[config.mk]
export PLATFORM = sky130hd
export DESIGN_NAME = reg_file
export DESIGN_NICKNAME = d
export VERILOG_FILES = /design/src/rtl/reg_file_pkg.sv /design/src/rtl/reg_file.sv
export SDC_FILE = /design/constraint.sdc
export NUM_CORES = 1
export LEC_CHECK = 0
export CAP_MARGIN = 20
export CORE_ASPECT_RATIO = 2
export CORE_UTILIZATION = 49
export CTS_BUF_LIST = sky130_fd_sc_hd__clkbuf_8
export CTS_CLUSTER_SIZE = 20
export DETAILED_ROUTE_END_ITERATION = 6
export PLACE_DENSITY_LB_ADDON = 0.08
export SLEW_MARGIN = 20
export SYNTH_ARGS = -nofsm -noshare
export SYNTH_HDL_FRONTEND = slang
export SYNTH_SLANG_ARGS = --single-unit
[constraint.sdc]
create_clock -name CLK -period 2.68 [get_ports CLK]
set_input_delay 0.804 -clock CLK [delete_from_list [all_inputs] [get_ports CLK]]
set_output_delay 0.804 -clock CLK [all_outputs]
set_load 0.01 [all_outputs]
[src/rtl/reg_file_pkg.sv]
// Shared constants for the register file, ALU and CPU top.
// Holds the register geometry and the default simulation delay figures.
// No logic lives here; importing it adds no hardware.
package reg_file_pkg;

    localparam int REG_W      = 8;  // register width in bits
    localparam int REG_AW     = 3;  // register index width
    localparam int NREGS      = 8;  // register count, 1 << REG_AW

    // Nominal propagation figures in ns. The synthesizable model is
    // zero-delay; these are carried for timing-annotated simulation.
    localparam int DEF_RD_DLY = 2;
    localparam int DEF_WR_DLY = 1;

    // True when n is a non-zero power of two.
    function automatic bit is_pow2(input int n);
        return (n > 0) && ((n & (n - 1)) == 0);
    endfunction

endpackage

[src/rtl/reg_file.sv]
// 8 x 8 general-purpose register file: 2 async read ports, 1 sync write port.
// Latency: write lands on the next rising CLK edge; reads are combinational.
// Backpressure: BUSYWAIT=1 suppresses the write; the caller holds the request.
//
// Ports:
//   CLK, RESET              clock, synchronous active-high reset (clears all)
//   WRITE, BUSYWAIT         write enable, memory stall (stall blocks write)
//   INADDRESS, IN           write index and data
//   OUT1ADDRESS, OUT1       read port 1 index and data (ALU DATA1)
//   OUT2ADDRESS, OUT2       read port 2 index and data (ALU DATA2 path)
module reg_file
    import reg_file_pkg::*;
#(
    parameter int NREGS_P = NREGS,
    parameter int WIDTH   = REG_W,
    parameter int AW      = REG_AW,
    parameter int RD_DLY  = DEF_RD_DLY,
    parameter int WR_DLY  = DEF_WR_DLY
) (
    input  logic             CLK,
    input  logic             RESET,
    input  logic             WRITE,
    input  logic             BUSYWAIT,
    input  logic [AW-1:0]    INADDRESS,
    input  logic [WIDTH-1:0] IN,
    input  logic [AW-1:0]    OUT1ADDRESS,
    input  logic [AW-1:0]    OUT2ADDRESS,
    output logic [WIDTH-1:0] OUT1,
    output logic [WIDTH-1:0] OUT2
);

    // The index must cover the array exactly, since there is no range check.
    if (!is_pow2(NREGS_P) || NREGS_P != (1 << AW) || RD_DLY < 0 || WR_DLY < 0)
    begin : g_param_chk
        $error("reg_file: NREGS_P must equal 2**AW and delays must be >= 0");
    end

    logic [WIDTH-1:0] regs [0:NREGS_P-1];

    // Reset outranks the write, and a stall outranks the write even when
    // the stall and reset coincide, so reset always clears the array.
    // An unknown WRITE takes the else path, so the array is never corrupted.
    always_ff @(posedge CLK) begin
        if (RESET) begin
            for (int i = 0; i < NREGS_P; i++) begin
                regs[i] <= '0;
            end
        end else if (WRITE && !BUSYWAIT) begin
            regs[INADDRESS] <= IN;
        end
    end

    // No write-to-read bypass: a read of the register being written shows
    // the old contents until the edge.
    assign OUT1 = regs[OUT1ADDRESS];
    assign OUT2 = regs[OUT2ADDRESS];

    wr_known: assert property (@(posedge CLK) disable iff (RESET) !$isunknown(WRITE))
        else $warning("reg_file: WRITE is X/Z at a clock edge; write ignored");

endmodule
* After elaboration in Yosys (flattened, before gate mapping)
Memory sizes are Yosys's and may differ from the RTL's.
Index checks and enable logic that the tools add are counted.
** Operators by class
- Mux-type cells :: 8
- Reduce and logical (&&, ||, !) cells :: 3
** Operator list (number)
- $mux W8 :: 1
- $reduce_or A8 Y1 :: 1
- $mux W1 :: 6
- $mux W3 :: 1
- $logic_and A1 B1 Y1 :: 1
- $logic_not A1 Y1 :: 1
** Word-level totals
- Register bits :: 0
- RAM bits :: 64
- Input port bits :: 21
- Logic and storage cells :: 12
- Memories :: 1
** Memories
- regs :: words 8, width 8, rd ports 2, clocked after memory_dff 0, wr ports 8, line reg_file.sv:38 : logic [WIDTH-1:0] regs [0:NREGS_P-1];

* Logic depth before layout (Yosys ltp)
- Depth after elaboration :: 7
- Depth in mapped cells :: 4
- Gate-level depth less buffers :: 2

* Least setup slack after synthesis
Ideal clock, no wire load.
- Path type :: in2out
- From :: input OUT2ADDRESS[0]
- To :: output OUT2[2]
- Arrival time :: 1.869 ns
- Setup slack :: 0.007 ns
- Stages on the path :: 4
- Cell sequence :: buf_6 buf_12 mux4_1 mux2_2
** Between the ends
- Cells in the longest elaborated chain, start to end :: 1
** RTL lines
- start, declared :: line reg_file.sv:27 : input logic [AW-1:0] OUT2ADDRESS,
- $mem_v2 Z8 W8
- end, declared :: line reg_file.sv:29 : output logic [WIDTH-1:0] OUT2
Every way passes these cells.

* Worst setup path after layout
- From :: input OUT1ADDRESS[0]
- To :: output OUT1[7]
** Between the ends
- Cells in the longest elaborated chain, start to end :: 1
** RTL lines
- start, declared :: line reg_file.sv:26 : input logic [AW-1:0] OUT1ADDRESS,
- $mem_v2 Z8 W8
- end, declared :: line reg_file.sv:28 : output logic [WIDTH-1:0] OUT1,
Every way passes these cells.

==> results.cfg <==
[place]
gp_congestion = 0.8488
hpwl_um = 6046
placed_area_um2 = 4184
preCtsSetupSlack_ns = -0.9865
dp.cells = 356
port_buffers = 36

[floorplanning]
initial_utilization_pct = 50.88
die_w_um = 62.26
core-area_um2 = 6994
ios = 37
die_y_um = 122.5
rows = 43
die_area_um2 = 7628

[sta]
slew_violations = 0
setup_viol = 16
worst_pin_slew_ns = 0.3628
fmax_mhz = 352.2
fin_ws_ns = -0.1589
hold_viol = 0
rsz0062_at_grt = yes
fin_crit_sh_pct = 105.9
min_period_ns = 2.839
slew_headroom_pct = 75.76

[layout]
nets = 321
drive_gt1_share_pct = 43.61
layout.cells.non_filler = 395
fillers = 519
insertedDiodeCount = 0
layout_common_cells = edfxtp_1 (64), nor3_1 (62), buf_4 (35)
largest_reg_flops = 64
syn2layout_area_growth_pct = 30.59
largest-register = regs
final_common_cell = edfxtp_1
final_area_um2 = 4647
reg.largest.list = regs (64)

[yosys]
yosysTopAreaCell = edfxtp_1
syn-num-nets = 244
synthDominantCellAreaShare_pct = 54.01
synth_warnings = 0
synthCells = 223
synth_fa_ha_area_share_pct = 0
synth_simple_gate_area_share_pct = 10.51
ys_ff_latch = 64
synth.area.mux_share_pct = 28.38
synth-compound-area-share_pct = 1.688
syn_area_um2 = 3558
yosysUniqueCellTypes = 18
synthTopCellsByArea = edfxtp_1 (54%), mux4_1 (21%), nor3_1 (8.7%)
avgSynthCellArea_um2 = 15.96
synth_seq_area_share_pct = 54.01
synth_xor_area_share_pct = 0
synth_top_family_by_area = multiplexers

[detailed_routing]
dr_total_vias = 2322
drc = 0
drt_pre_antenna_iters = 4
routedWlPerCell_um = 22.69
ant_nets = 0
finalWirelength_um = 8964
drt-initial-drc-count = 137
viasPerCell = 5.878

[cts]
clockBufferDepth = 2
numCtsBuffers = 9
clock-root-buffer = clkbuf_8
cts.htree.levels = 3
cts.sinks = 64
clk_pin_slew_worst_paths_ns = 0.06
cts_tree = done

[setup_path]
cp_num_buf_inv = 4
worstSetupEndpointType = output pin
path_class = in2out
cp.arrival_ns = 2.03
cp_top_family = multiplexers
path_cells = buf_12 > buf_12 > buf_8 > mux4_2 > mux2_4 > buf_6
worst-path-max-fanout = 6
critPathMostFrequentCell = buf_12
cp-start-kind = input pin
crit_required_ns = 1.88
slowest_stage = mux4_2
crit_start = OUT1ADDRESS[0]
max_stage_delay_ns = 0.50

[global_route]
overflow = 0
grt_pass1_vias = 2440
grt_max_degree = 17
antenna_found_initial = 0
grt_pass1_wl_um = 13740
globalRouteTotalUtil_pct = 26.24

[power_and_ir_drop]
vdd_drop_max_uv = 387.5
cellPowerDensity_nw_per_um2 = 525.2
cellLeakagePower_nw = 1.629

[worst_hold_path]
hold_start = IN[5]
hold_end = regs[6][5]$_SDFFCE_PN0P_
min_path_type = in2reg
hold_depth = 3

[flow_run]
maxCapViolCount = 0

[status]
violations = negative setup slack
outcome = finished with violations
==> what timing repair did <==
| item | CTS | global route |
|---|---|---|
| pin swaps | 0 | 0 |
| endpoints found under the hold margin | 0 | 0 |
| hold buffers | 0 | 0 |
| gates resized for setup | 153 | 11 |
| cloned | 2 | 0 |
| setup endpoints to repair | 16 | 16 |
| setup buffers | 16 | 6 |
==> synthesized netlist by cell type <==
cell        n
mux4_1     29
clkinv_1    8
nand4bb_1   1
mux4_2      3
clkbuf_1    9
buf_1       5
buf_12      2
nor3_2      2
o21bai_1    8
mux2_2     16
nor3_1     62
nand2_1     1
nand2b_1    2
buf_2       5
buf_6       4
or2_2       1
edfxtp_1   64
or4b_1      1
==> stage by stage <==
stage | setup TNS (ns) | util [%] | hold slack, ns | power [W]
finish | -1.575 | 66.44 | 1.252 | 0.002441
global route | -1.992 | 66.44 | 1.241 | 0.002527
floorplan | 0 | - | 1.132 | 0.001414
detailed placement | -15.24 | 59.82 | 1.603 | 0.001611
CTS | -2.156 | 65.46 | 1.238 | 0.002439
global placement | -15.42 | 59.82 | 1.592 | 0.001608
==> layer usage <==
layer,part of all wire [%],global-route usage (%),vias up
met4,3.4,12.50,0
met2,58,49.52,88
met5,0,0,-
li1,-,-,1063
met1,34,27.96,1151
met3,4.5,4.554,20
==> area by class of cell <==
| type | instances | area [um2] | share of cell area, % |
|---|---|---|---|
| Clock inverter | 7 | 52.55 | 1.131 |
| Multi-Input combinational cell | 126 | 1403 | 30.18 |
| Inverter | 8 | 30.03 | 0.6462 |
| Timing Repair Buffer | 91 | 1003 | 21.59 |
| Clock buffer | 9 | 123.9 | 2.666 |
| Sequential cell | 64 | 1922 | 41.36 |
| Tap cell | 90 | 112.6 | 2.423 |
==> how the worst max path moves through the flow <==
stage,endpoint,slack (ns),cells after the start
floorplan,OUT2[2],0.007,4
global placement,OUT2[7],-0.99,5
detailed placement,OUT1[7],-0.99,5
CTS,OUT1[7],-0.18,6
global route,OUT1[4],-0.19,6
finish,OUT1[7],-0.16,6
==> kinds of logic (layout without fill, tap and decap cells) <==
group	Yosys count	count (layout)
DFF	64	64
and+or+nand+nor	70	70
AOI/OAI and AO/OA	8	8
buffers and inverters	33	115
muxes	48	48
==> power breakdown <==
group	switching [W]	leakage [nW]	internal (W)
sequential	0.0000321	0.610	0.00116
combinational	0.000199	0.930	0.000299
clock	0.000341	0.0882	0.000410
Note: power is estimated with default switching activity, not from simulation.
